<file path="src/rtl/alu_issue_stage.sv">
// Issue stage between the ALU decoder and the ALU: holds one decoded op,
// waits out its class latency, then presents it with a valid/ready handshake.
module alu_issue_stage #(
  parameter int DATA_W  = 32,
  parameter int MUL_LAT = 3,
  parameter int FP_LAT  = 4
) (
  input  logic              clk,
  input  logic              rst_n,
  input  logic              in_valid,
  output logic              in_ready,
  input  logic [7:0]        alu_opcode_in,
  input  logic [2:0]        shifter_mode_in,
  input  logic              add_sub_in,
  input  logic              fp_add_sub_in,
  input  logic              cmp_signed_in,
  input  logic              mul_signed_in,
  input  logic              negate_in,
  input  logic [DATA_W-1:0] operand_a,
  input  logic [DATA_W-1:0] operand_b,
  input  logic [4:0]        dest_in,
  input  logic              flush,
  output logic [7:0]        alu_opcode_q,
  output logic [2:0]        shifter_mode_q,
  output logic              add_sub_q,
  output logic              fp_add_sub_q,
  output logic              cmp_signed_q,
  output logic              mul_signed_q,
  output logic              negate_q,
  output logic [DATA_W-1:0] op_a_q,
  output logic [DATA_W-1:0] op_b_q,
  output logic [4:0]        dest_q,
  output logic              out_valid,
  input  logic              out_ready,
  output logic              busy
);

  // state | meaning
  // IDLE  | nothing held, ready to accept
  // WAIT  | op held, counting down its latency
  // VALID | op held and presented to the ALU
  localparam logic [1:0] S_IDLE  = 2'd0;
  localparam logic [1:0] S_WAIT  = 2'd1;
  localparam logic [1:0] S_VALID = 2'd2;

  localparam logic [7:0] ALU_NOP   = 8'h00;
  localparam logic [7:0] ALU_MULH  = 8'h10;
  localparam logic [7:0] ALU_UMULH = 8'h11;
  localparam logic [7:0] ALU_MULL  = 8'h12;
  localparam logic [7:0] ALU_UMULL = 8'h13;
  localparam logic [7:0] ALU_FADD  = 8'h20;
  localparam logic [7:0] ALU_FSUB  = 8'h21;
  localparam logic [7:0] ALU_FMUL  = 8'h22;
  localparam logic [7:0] ALU_FCMP  = 8'h23;
  localparam logic [7:0] ALU_ITOF  = 8'h24;
  localparam logic [7:0] ALU_FTOI  = 8'h25;
  localparam logic [2:0] SH_LSL    = 3'd0;

  localparam logic [3:0] MUL_CNT = 4'(MUL_LAT - 1);
  localparam logic [3:0] FP_CNT  = 4'(FP_LAT - 1);

  logic [1:0] state;
  logic [3:0] cnt;
  logic       accept;
  logic       is_mul;
  logic       is_fp;

  always_comb begin
    is_mul = 1'b0;
    is_fp  = 1'b0;
    case (alu_opcode_in)
      ALU_MULH, ALU_UMULH, ALU_MULL, ALU_UMULL:                 is_mul = 1'b1;
      ALU_FADD, ALU_FSUB, ALU_FMUL, ALU_FCMP, ALU_ITOF, ALU_FTOI: is_fp  = 1'b1;
      default: ;
    endcase
  end

  assign in_ready  = !flush && ((state == S_IDLE) || ((state == S_VALID) && out_ready));
  assign accept    = in_valid && in_ready;
  assign out_valid = (state == S_VALID);
  assign busy      = (state != S_IDLE);

  always_ff @(posedge clk or negedge rst_n) begin
    if (!rst_n) begin
      state          <= S_IDLE;
      cnt            <= 4'd0;
      alu_opcode_q   <= ALU_NOP;
      shifter_mode_q <= SH_LSL;
      add_sub_q      <= 1'b0;
      fp_add_sub_q   <= 1'b0;
      cmp_signed_q   <= 1'b0;
      mul_signed_q   <= 1'b0;
      negate_q       <= 1'b0;
      op_a_q         <= '0;
      op_b_q         <= '0;
      dest_q         <= 5'd0;
    end else if (flush) begin
      state <= S_IDLE;
      cnt   <= 4'd0;
    end else if (accept) begin
      // A NOP is swallowed here so it never reaches the ALU.
      if (alu_opcode_in == ALU_NOP) begin
        state <= S_IDLE;
        cnt   <= 4'd0;
      end else begin
        alu_opcode_q   <= alu_opcode_in;
        shifter_mode_q <= shifter_mode_in;
        add_sub_q      <= add_sub_in;
        fp_add_sub_q   <= fp_add_sub_in;
        cmp_signed_q   <= cmp_signed_in;
        mul_signed_q   <= mul_signed_in;
        negate_q       <= negate_in;
        op_a_q         <= operand_a;
        op_b_q         <= operand_b;
        dest_q         <= dest_in;
        if (is_mul) begin
          state <= S_WAIT;
          cnt   <= MUL_CNT;
        end else if (is_fp) begin
          state <= S_WAIT;
          cnt   <= FP_CNT;
        end else begin
          state <= S_VALID;
          cnt   <= 4'd0;
        end
      end
    end else begin
      case (state)
        S_WAIT: begin
          if (cnt == 4'd1) begin
            state <= S_VALID;
            cnt   <= 4'd0;
          end else begin
            cnt <= cnt - 4'd1;
          end
        end
        S_VALID: if (out_ready) state <= S_IDLE;
        S_IDLE:  ;
        default: begin
          state <= S_IDLE;
          cnt   <= 4'd0;
        end
      endcase
    end
  end

endmodule

</file>
<file path="config.mk">
export PLATFORM = sky130hd
export DESIGN_NAME = alu_issue_stage
export DESIGN_NICKNAME = d
export VERILOG_FILES = /design/src/rtl/alu_issue_stage.sv
export SDC_FILE = /design/constraint.sdc
export NUM_CORES = 1
export LEC_CHECK = 0
export ABC_AREA = 1
export BUFFER_PORTS_ARGS = -buffer_cell sky130_fd_sc_hd__buf_2
export CAP_MARGIN = 20
export CORE_MARGIN = 4
export CORE_UTILIZATION = 46
export DETAILED_ROUTE_END_ITERATION = 16
export GPL_TIMING_DRIVEN = 0
export PLACE_DENSITY = 0.84
export SLEW_MARGIN = 10
export SYNTH_ARGS = -nofsm -noshare
export SYNTH_HDL_FRONTEND = slang
export SYNTH_SLANG_ARGS = --single-unit
</file>
<file path="constraint.sdc">
create_clock -name clk -period 1.5 [get_ports clk]
set_clock_uncertainty 0.1 [all_clocks]
set_input_delay 0.075 -clock clk [delete_from_list [all_inputs] [get_ports clk]]
set_output_delay 0.075 -clock clk [all_outputs]
set_load 0.03 [all_outputs]
</file>
==> metrics <==
Worst EP arrival 1.61 ns; Synth cell types 15; Net Count, Synth 527; drt drc 0; fmax 674.0 MHz; CTS tree built; Yosys Warn Count 0; Die ar. 0.009506 mm^2; global-route wire length before repair 19.43 mm; Ports 178; Via density 4.797; nets 811; commonest non-fill, non-tap cell in the layout nand2_1; WL/cell 14.32 um; Iter 0 DRT Violations 146; hold crit path type in2reg; die height 97.50 um; register bit total from synthesis 91; max-cap check violation count 0; post-synthesis sequential area ratio 61.80%; post-synth top area share 61.80%; Sink Count 91; routability cong. 0.8323; initial cell density of the core 47.44%; vias in the first global route 4125; Synth Instances 435; initial antenna violation count 0; Setup CP Type in2reg; Routed WL 11.83 mm; synthesized area 0.003685 mm^2; via count 3962; Final Max Slew Viols 0; placed cell count 715; antenna-violating nets left 0; Final Instance Area 0.005906 mm^2; commonest non-fill, non-tap cells in the layout nand2_1 (271), buf_2 (181), dfrtp_1 (91), dlygate4sd3_1 (89); total CTS buffers 9; clock period minus worst slack 1.484 ns; Mean Syn Cell Area 8.471 um^2; n_diodes 0; Pwr Density 1143 mW/mm^2; RSZ-0062 raised after global routing yes; I/O Buffers 177; synth-to-layout area growth 60.27%; Core Region 0.007767 mm^2; clock root cell clkbuf_8; total power 6.751 mW; Worst-Skew Late Latency 0.34 ns; largest net degree at the start of global routing 55; Die X 97.50 um; Congestion Overflow GR 0; worst relative slew slack 65.41%; htree depth 3; Req. time, crit path 1.63 ns; Pre-Repair DR Iteration Count 4; Least-Margin Pin Slew 0.5189 ns; Final Cycle Share 98.91%; peak fanout along the critical path 10; DPL Wire Length 7.212 mm; worst hold slack 0.06297 ns; deepest clock path buffer count 2; status finished, final reports clean; final setup violation count 0; Finished Layout Cells 826; Leakage 3.387 nW; Tot GR Track Use 25.26%; area leader, netlist dfrtp_1; # rows 32; Fin. Hold Viols 0; fraction of layout cells with a size suffix above 1 30.66%; clk slew on worst S/H paths 0.08 ns; CP Capture Type register; worst vdd ir 0.7217 mV; Cell Area, Placed 0.004728 mm^2; dominant cells by area after synthesis dfrtp_1 (62%), nand2_1 (28%), buf_4 (1.8%); startpoint types primary input
==> Yosys cell counts <==
library cell and instances:
nand2_1 272, a21oi_1 3, inv_1 14, nand3_1 5, inv_2 1, buf_4 9
nand4_1 1, nand3_2 1, o21ai_0 9, nor2_1 16, buf_6 3, buf_2 6
ha_1 2, dfrtp_1 91, nor2_2 2
==> report_power, final <==
| part | switching (mW) | leakage (nW) | internal [mW] |
|---|---|---|---|
| Combinational | 1.29 | 2.14 | 0.670 |
| Clock | 0.832 | 0.111 | 0.987 |
| Sequential | 0.189 | 1.13 | 2.79 |
| Total | 2.31 | 3.39 | 4.44 |
==> final timing paths <==
kind	cells past startpoint	slack, ns	from	end
min in group asynchronous	2	0.13	rst_n	op_a_q[10]
max in group asynchronous	3	0.52	rst_n	dest_q[0]
hold reg to reg	2	0.37	op_a_q[31]	op_a_q[31]
hold / removal	6	0.06	flush	cnt[1]
setup reg to reg	8	0.02	state[0]	dest_q[0]
setup / recovery	10	0.02	alu_opcode_in[1]	op_a_q[14]
==> flip-flops by register name (all words and copies together), names as in the netlist, 2 cells and up <==
name	flops
alu_opcode_q	8
cnt	4
op_a_q	32
shifter_mode_q	3
dest_q	5
state	2
op_b_q	32
==> cell type report <==
class	count	area, um^2
plain buffers	18	138.9
clock buffers	12	145.1
well taps	102	127.6
inverters	15	58.81
flip-flops and latches	91	2277
repair buffers	273	1854
multi-input cells	311	1230
fillers	510	1862
clock inverters	4	73.82
==> through the flow <==
stage	utilization, %	worst slack [ns]	TNS [ns]
6_report	76.03	0.01630	0
5_1_grt	76.03	-0.05468	-1.022
4_1_cts	75.45	0.005130	0
3_5_place_dp	60.87	-0.1048	-3.288
3_3_place_gp	60.49	-0.5257	-47.57
2_1_floorplan	-	0.1211	0
==> repair_timing <==
item                                   CTS  global route
setup endpoints to repair               80            79
resized for setup                        0            10
endpoints found under the hold margin  124             0
hold buffers                            89             0
buffers inserted                         3             3
pin swaps                                2             0
gates cloned                             0             0
==> cells by family (layout without fill, tap and decap cells) <==
| group | count (synthesis) | after routing | share of synthesized area [%] |
|---|---|---|---|
| adder cells (fa/ha/maj) | 2 | 2 | 0.6790 |
| AND/OR/NAND/NOR | 297 | 297 | 30.80 |
| flip-flops | 91 | 91 | 61.80 |
| buffers and inverters | 33 | 322 | 5.093 |
| AO/OA/AOI/OAI | 12 | 12 | 1.630 |
==> metal layers <==
| layer | vias to the layer above | share of wire, % | global-route usage, % |
|---|---|---|---|
| li1 | 1887 | - | - |
| met4 | 0 | 3.4 | 11.08 |
| met5 | - | 0 | 0 |
| met3 | 35 | 6.9 | 5.097 |
| met1 | 1842 | 39 | 29.43 |
| met2 | 198 | 51 | 44.86 |
==> worst max-delay path, stage by stage <==
cell	delay, ns
dlygate4sd3_1	0.53
buf_2	0.15
nor2_1	0.11
nand2_1	0.08
nor2_2	0.13
nor2_4	0.07
buf_6	0.15
buf_4	0.17
nand2_1	0.07
nand2_1	0.07
No activity file was read; power rests on OpenSTA's default activity.
